<file path="src/rtl/uio_bus_arbiter.sv">
// Round-robin owner of the shared 8-bit uio pad bank: one requester per burst,
// direction latched at grant, one oe-low turnaround cycle between owners.
module uio_bus_arbiter #(
  parameter int NREQ     = 4,
  parameter int MAX_HOLD = 8
) (
  input  logic              clk,
  input  logic              rst,
  input  logic [NREQ-1:0]   req,
  input  logic [NREQ-1:0]   last,
  input  logic [NREQ-1:0]   dir,
  input  logic [NREQ*8-1:0] wdata,
  input  logic [7:0]        uio_in,
  output logic [NREQ-1:0]   grant,
  output logic [7:0]        uio_out,
  output logic [7:0]        uio_oe,
  output logic [7:0]        rdata,
  output logic              rvalid,
  output logic              busy
);

  localparam int PW = (NREQ > 1) ? $clog2(NREQ) : 1;
  localparam int HW = $clog2(MAX_HOLD + 1);

  typedef enum logic [1:0] {IDLE, TURN, OWN} state_e;

  state_e            state_q, state_d;
  logic [PW-1:0]     ptr_q, ptr_d;
  logic [PW-1:0]     owner_q, owner_d;
  logic              dirl_q, dirl_d;
  logic [HW-1:0]     hold_q, hold_d;
  logic [NREQ-1:0]   grant_q, grant_d;
  logic [7:0]        uio_out_q, uio_out_d;
  logic [7:0]        uio_oe_q, uio_oe_d;
  logic [7:0]        rdata_q, rdata_d;
  logic              rvalid_q, rvalid_d;

  logic [PW-1:0]     cand;
  logic [PW-1:0]     pick;
  logic              found;

  // Scan ptr+1, ptr+2, ... so the previous owner is considered last.
  always_comb begin
    cand  = ptr_q;
    pick  = ptr_q;
    found = 1'b0;
    for (int k = 1; k <= NREQ; k++) begin
      cand = PW'((int'(ptr_q) + k) % NREQ);
      if (!found && req[cand]) begin
        found = 1'b1;
        pick  = cand;
      end
    end
  end

  always_comb begin
    // NOTE: every target gets a default first, so no path can infer a latch.
    state_d   = state_q;
    ptr_d     = ptr_q;
    owner_d   = owner_q;
    dirl_d    = dirl_q;
    hold_d    = hold_q;
    grant_d   = grant_q;
    uio_out_d = uio_out_q;
    uio_oe_d  = uio_oe_q;
    rdata_d   = rdata_q;
    rvalid_d  = 1'b0;

    unique case (state_q)
      IDLE: begin
        uio_oe_d  = 8'h00;
        uio_out_d = 8'h00;
        if (found) begin
          owner_d = pick;
          ptr_d   = pick;
          dirl_d  = dir[pick];
          state_d = TURN;
        end
      end
      TURN: begin
        grant_d = NREQ'(1) << owner_q;
        hold_d  = '0;
        state_d = OWN;
      end
      OWN: begin
        if (!req[owner_q]) begin
          grant_d = '0;
          state_d = IDLE;
        end else begin
          if (dirl_q) begin
            uio_out_d = wdata[int'(owner_q)*8 +: 8];
            uio_oe_d  = 8'hFF;
          end else begin
            rdata_d  = uio_in;
            rvalid_d = 1'b1;
            uio_oe_d = 8'h00;
          end
          hold_d = hold_q + HW'(1);
          if (last[owner_q] || hold_q == HW'(MAX_HOLD - 1)) begin
            grant_d = '0;
            state_d = IDLE;
          end
        end
      end
      default: state_d = IDLE;
    endcase
  end

  // NOTE: state updates use non-blocking assignments so every flop samples
  // pre-edge values regardless of statement order.
  always_ff @(posedge clk or posedge rst) begin
    if (rst) begin
      state_q   <= IDLE;
      ptr_q     <= PW'(NREQ - 1);
      owner_q   <= '0;
      dirl_q    <= 1'b0;
      hold_q    <= '0;
      grant_q   <= '0;
      uio_out_q <= 8'h00;
      uio_oe_q  <= 8'h00;
      rdata_q   <= 8'h00;
      rvalid_q  <= 1'b0;
    end else begin
      state_q   <= state_d;
      ptr_q     <= ptr_d;
      owner_q   <= owner_d;
      dirl_q    <= dirl_d;
      hold_q    <= hold_d;
      grant_q   <= grant_d;
      uio_out_q <= uio_out_d;
      uio_oe_q  <= uio_oe_d;
      rdata_q   <= rdata_d;
      rvalid_q  <= rvalid_d;
    end
  end

  assign grant   = grant_q;
  assign uio_out = uio_out_q;
  assign uio_oe  = uio_oe_q;
  assign rdata   = rdata_q;
  assign rvalid  = rvalid_q;
  assign busy    = (state_q != IDLE);

endmodule

</file>
<file path="config.mk">
export PLATFORM = sky130hd
export DESIGN_NAME = uio_bus_arbiter
export DESIGN_NICKNAME = d
export VERILOG_FILES = /design/src/rtl/uio_bus_arbiter.sv
export SDC_FILE = /design/constraint.sdc
export NUM_CORES = 1
export LEC_CHECK = 0
export ABC_AREA = 1
export BUFFER_PORTS_ARGS = -buffer_cell sky130_fd_sc_hd__buf_4
export CAP_MARGIN = 20
export CORE_MARGIN = 3
export CORE_UTILIZATION = 43
export DETAILED_ROUTE_END_ITERATION = 16
export PLACE_DENSITY = 0.86
export SETUP_SLACK_MARGIN = 0.4
export SLEW_MARGIN = 5
export SYNTH_ARGS = -nofsm -noshare
export SYNTH_HDL_FRONTEND = slang
export SYNTH_SLANG_ARGS = --single-unit
</file>
<file path="constraint.sdc">
create_clock -name clk -period 1.6 [get_ports clk]
set_input_delay 0.16 -clock clk [delete_from_list [all_inputs] [get_ports clk]]
set_output_delay 0.16 -clock clk [all_outputs]
set_load 0.02 [all_outputs]
</file>
==> results of run 1 <==
## per-layer routing
layer / vias to the layer above / routed length [um] / track usage [%]
li1: 993 / - / -
met2: 91 / 3390 / 42.2
met1: 1028 / 2410 / 24.8
met3: 11 / 532 / 5.75
met4: 0 / 95 / 6.84
met5: - / 0 / 0
## stage by stage
step / utilization, % / worst slack (ns) / hold WS (ns) / TNS (ns)
2_1_floorplan: - / 0.0716 / 0.287 / 0
6_report: 77.4 / -0.176 / 0.0998 / -0.712
5_1_grt: 77.4 / -0.289 / 0.101 / -1.99
4_1_cts: 72.3 / -0.0452 / 0.0947 / -0.165
3_5_place_dp: 64.0 / -0.0902 / 0.282 / -0.313
3_3_place_gp: 64.0 / -0.0181 / 0.276 / -0.0181
## cell families after synthesis
kind of cell             after synthesis  share of synthesized area [%]
AO/OA/AOI/OAI                         26                           9.06
adder cells (fa/ha/maj)                1                          0.642
multiplexers                           8                           4.62
XOR/XNOR                               1                          0.450
buffers and inverters                 26                           8.09
AND/OR/NAND/NOR                      137                           34.6
flip-flops                            33                           42.5
## worst paths after layout
| kind | startpoint | end | slack (ns) | depth (start not counted) |
|---|---|---|---|---|
| setup reg to reg | ptr_q[0] | dirl_q | -0.18 | 14 |
| hold / removal | uio_in[0] | rdata[0] | 0.1 | 2 |
| max in group asynchronous | rst | ptr_q[1] | 0.74 | 4 |
| setup / recovery | ptr_q[0] | dirl_q | -0.18 | 14 |
| hold reg to reg | uio_out[6] | uio_out[6] | 0.50 | 1 |
| min in group asynchronous | rst | hold_q[3] | 0.53 | 4 |
## critical path: cells and delay by family, from the launching register on
family                 cells  cell delay, ns
AND/OR/NAND/NOR           11            0.84
flip-flops                 1            0.61
buffers and inverters      3            0.23
## power groups by stage
stage	Sequential (mW)	Clock, mW	Combinational, mW
after floorplan	1.69	0	2.13
after global placement	1.48	0	3.35
after detailed placement	1.51	0	3.42
after CTS	1.53	0.586	4.00
after global routing	1.60	0.612	5.07
final	1.55	0.577	4.73
## area by class of cell
type                    count  area, um2  share of cell area, %
clock inverters             1       5.00                  0.155
multi-input cells         173       1240                   38.5
well taps                  50       62.6                   1.94
clock buffers               5       68.8                   2.13
inverters                  15       76.3                   2.36
repair buffers            118        942                   29.2
flip-flops and latches     33        832                   25.8
## layout by cell type, fill, tap and decap left out, drive strengths merged, types with 2 or more instances in the layout
cell | synthesis | final
nor2 | 9 | 9
inv | 14 | 13
mux2 | 8 | 8
a22o | 6 | 6
dfrtp | 31 | 31
nand3 | 24 | 24
o21ai | 14 | 14
dfstp | 2 | 2
a21oi | 3 | 3
buf | 9 | 117
nand2 | 94 | 94
clkinv | 1 | 3
clkbuf | 2 | 5
nand4 | 10 | 10
## sequential cells by signal, summed over array words and instances (netlist names)
register and flops:
hold_q 4, uio_out 8, owner_q 2, rdata 8
grant 4, ptr_q 2, state_q 2, uio_oe 1
dirl_q 1, rvalid 1
## repair_timing
item / 4_1_cts / 5_1_grt
hold buffers: 1 / 0
endpoints found under the hold margin: 31 / 0
pin swaps: 16 / 17
endpoints found under the setup margin: 34 / 34
gates resized for setup: 46 / 48
buffers inserted: 15 / 7
==> results.toml, run 1 <==
[status]
outcome = "finished, violations left"
violations = "setup timing"

[logic_synthesis]
netlist_area_um2 = 1950
syn_nets = 287
yosys_most_used_dff = "dfrtp_1"
synth.area.top_cells = "dfrtp_1 (40%), nand2_1 (16%), nand3_1 (6.2%)"
synth_cells = 232
synth_seq_cells = 33
synth_edf_count = 0
ys_seq_area_share_pct = 42.5
synth_top_area_share_pct = 39.8
async_flop_share_pct = 100
yosysTopAreaCell = "dfrtp_1"
synth_common_cells = "nand2_1 (82), dfrtp_1 (31), nand3_1 (24)"
synth_warnings = 0
yosysMostFrequentCell = "nand2_1"
synth_cell_types = 30
avgSynthCellArea_um2 = 8.40

[power_and_ir_drop]
powerDensity_nw_per_um2 = 2120
power_frac_comb_pct = 68.9
total_power_mw = 6.86
clock_power_share_pct = 8.4
leakagePower_nw = 1.64
power_frac_seq_pct = 22.6
p_sw_share_pct = 48.0
p_sw_mw = 3.29
p_int_mw = 3.57
peakVddDrop_mv = 1.10

[job]
cap_violations = 0

[grt]
grt_pass1_vias = 2051
grt_max_degree = 34
grt_pass1_wl_um = 9350
grt_use_total_pct = 22.6
antenna_found_initial = 0
grt-ovfl-total = 0

[setup_path]
crit_chain = "buf_6, nand2_2, nand2_2, nand2_2, nand2_4, inv_4, nand3_1, nand3_1, nand2_1, inv_2, nand2_1, nand2_1, nand2_1, nand2_1"
cp-start-kind = "flip-flop"
crit_slowest_cell = "dfstp_2"
end_kind = "flip-flop"
crit_fanout = 5
path_class = "reg -> reg"
slowest_delay_ns = 0.61
cpMostUsedCell = "nand2_1"
worst-endpoint-arrival_ns = 1.95
required_ns = 1.78

[sta]
max_freq_ghz = 0.563
finalSetupViolations = 9
worst_slew_pin_slew_ns = 0.426
fin_crit_sh_pct = 111
setup_slack_ns = -0.176
period_needed_ns = 1.78
finalMaxSlewViolations = 0
rsz0062_at_grt = "yes"
relSlewSlack_pct = 71.6
skew_ns = 0.00444
hold_viol_final = 0

[routing]
drc = 0
num_vias = 2123
wl_per_cell_um = 16.3
viasPerCell = 5.37
dr.pass1.iters = 4
first_iter_violations = 166
wl_um = 6420
ant_nets = 0

[floorplan]
die_w_um = 73.3
rows = 23
pin_count = 84
dieHeight_um = 73.3
dieArea_um2 = 5370
start_util_pct = 46.7
coreArea_um2 = 4170

[placement]
port-buffer-count = 83
dp_hpwl_um = 4030
dp.cells = 366
post_dp_cell_area_um2 = 2670
gp_congestion = 0.872

[finish]
design_area_um2 = 3230
area_growth_pct = 65.8
layout.nets = 401
stdcell_count = 395
diodes = 0
fill_cells = 247
drive_gt1_share_pct = 62.6

[clock_tree]
cts_tree = "yes"
clock_sinks = 33
clk_path_buf_depth = 2
clk_pin_slew_ns = 0.07
cts-root-buf = "clkbuf_8"
cts_made_buffers = 5
clkLatencyLatePin_ns = 0.29
h-tree-depth = 2

[min_path]
hold_class = "in -> reg"
Power figures use the tool's default switching activity.
==> inputs of run 2 (changes only) <==
PLACE_DENSITY = 0.73   (was 0.86)
==> results.toml, run 2 (synthesis results as in run 1) <==
[floorplan]
dieArea_um2 = 5370
pin_count = 84
start_util_pct = 46.7
rows = 23
die_w_um = 73.3
coreArea_um2 = 4170
dieHeight_um = 73.3

[finish]
stdcell_count = 409
diodes = 0
post-route-util_pct = 82.0
regArea_um2 = 833
design_area_um2 = 3420
area_growth_pct = 75.7
layout_commonest_cell = "buf_4"
final_cell_mix = "buf_4 (116), nand2_1 (56), dfrtp_1 (27), nand2_4 (22), nand2_2 (16)"
layout.nets = 413
fill_cells = 252
multi_input_comb_area_um2 = 1320
drive_gt1_share_pct = 64.1

[grt]
grt_pass1_vias = 2044
grt-ovfl-total = 0
grt_max_degree = 34
grt_use_total_pct = 23.6
antenna_found_initial = 0
grt_pass1_wl_um = 9780

[sta]
whs_ns = 0.102
max_freq_ghz = 0.592
worst_slew_pin_slew_ns = 0.413
skew_ns = 0.00749
setup_slack_ns = -0.0905
fin_crit_sh_pct = 106
finalMaxSlewViolations = 0
relSlewSlack_pct = 72.5
rsz0062_at_grt = "yes"
finalSetupViolations = 20
setup_tns_ns = -0.952
hold_viol_final = 0
period_needed_ns = 1.69

[clock_tree]
clk_path_buf_depth = 2
clk_pin_slew_ns = 0.07
cts-root-buf = "clkbuf_8"
h-tree-depth = 2
cts_made_buffers = 5
clock_sinks = 33
cts_tree = "yes"
clkLatencyLatePin_ns = 0.29

[routing]
wl_per_cell_um = 16.8
ant_nets = 0
wl_met3_um = 570
top_layer = "met4"
first_iter_violations = 96
wl_met2_um = 3450
num_vias = 2172
wl_met1_um = 2610
drc = 0
dr.pass1.iters = 4
viasPerCell = 5.31
wl_um = 6850

[placement]
port-buffer-count = 83
dp_hpwl_um = 4060
pre_cts_ws_ns = -0.0696
gp_congestion = 0.919
post_dp_cell_area_um2 = 2680
dp.cells = 369

[setup_path]
cp-start-kind = "flip-flop"
ff2ff_setup_slack_ns = -0.09
slowest_delay_ns = 0.64
required_ns = 1.78
end_kind = "flip-flop"
crit_fanout = 6
crit_buf_inv = 1
crit_slowest_cell = "dfstp_2"
crit_chain = "buf_4, nand3_4, nand2_4, nand2_4, nand2_4, nand2_4, nand3_1, nand2_1, nand2_2, nand2_1, nand2_1, nand2_1"
worst-endpoint-arrival_ns = 1.87
path_class = "reg -> reg"
cp_top_family = "simple AND/OR/NAND/NOR gates"

[power_and_ir_drop]
p_int_mw = 3.91
power_frac_comb_pct = 71.1
total_power_mw = 7.46
p_sw_mw = 3.55
leakagePower_nw = 1.76
p_sw_share_pct = 47.6
powerDensity_nw_per_um2 = 2180
clock_power_share_pct = 8.1
power_frac_seq_pct = 20.8
peakVddDrop_mv = 1.89

[status]
outcome = "finished, violations left"
violations = "setup timing"

[min_path]
hold_class = "in -> reg"

[job]
cap_violations = 0
run 2: final timing paths:
check,from,end,cells past startpoint
max in group asynchronous,rst,ptr_q[1],4
setup / recovery,ptr_q[1],dirl_q,12
hold reg to reg,uio_out[2],uio_out[2],2
hold / removal,uio_in[2],rdata[2],2
setup reg to reg,ptr_q[1],dirl_q,12
min in group asynchronous,rst,rdata[5],4
run 2: layout make-up:
type / instances / share of cell area, %
well taps: 50 / 1.83
multi-input cells: 173 / 38.7
flip-flops and latches: 33 / 24.3
clock buffers: 6 / 2.12
repair buffers: 130 / 30.4
clock inverters: 2 / 0.292
inverters: 15 / 2.38
run 2: timing repair:
action,CTS,global route
setup buffers,26,5
pin swaps,12,30
hold endpoints to repair,31,0
hold buffers,1,0
gates resized for setup,40,74
setup endpoints to repair,33,35
run 2: worst reg2reg max path, delay by kind of cell (launching register included):
family | cells | cell delay (ns)
AND/OR/NAND/NOR | 11 | 0.78
flip-flops | 1 | 0.64
buffers and inverters | 1 | 0.17
run 2: routing by layer:
layer  track usage, %  up-vias
met5                0        -
li1                 -     1021
met3             6.57       20
met1             28.5     1033
met4             7.65        0
met2             40.6       98
run 2: power groups by stage:
| stage | Combinational [mW] | Sequential [mW] | Clock [mW] |
|---|---|---|---|
| global route | 5.68 | 1.60 | 0.651 |
| floorplan | 2.13 | 1.69 | 0 |
| global placement | 3.40 | 1.49 | 0 |
| finish | 5.30 | 1.56 | 0.602 |
| detailed placement | 3.45 | 1.50 | 0 |
| CTS | 4.22 | 1.49 | 0.607 |
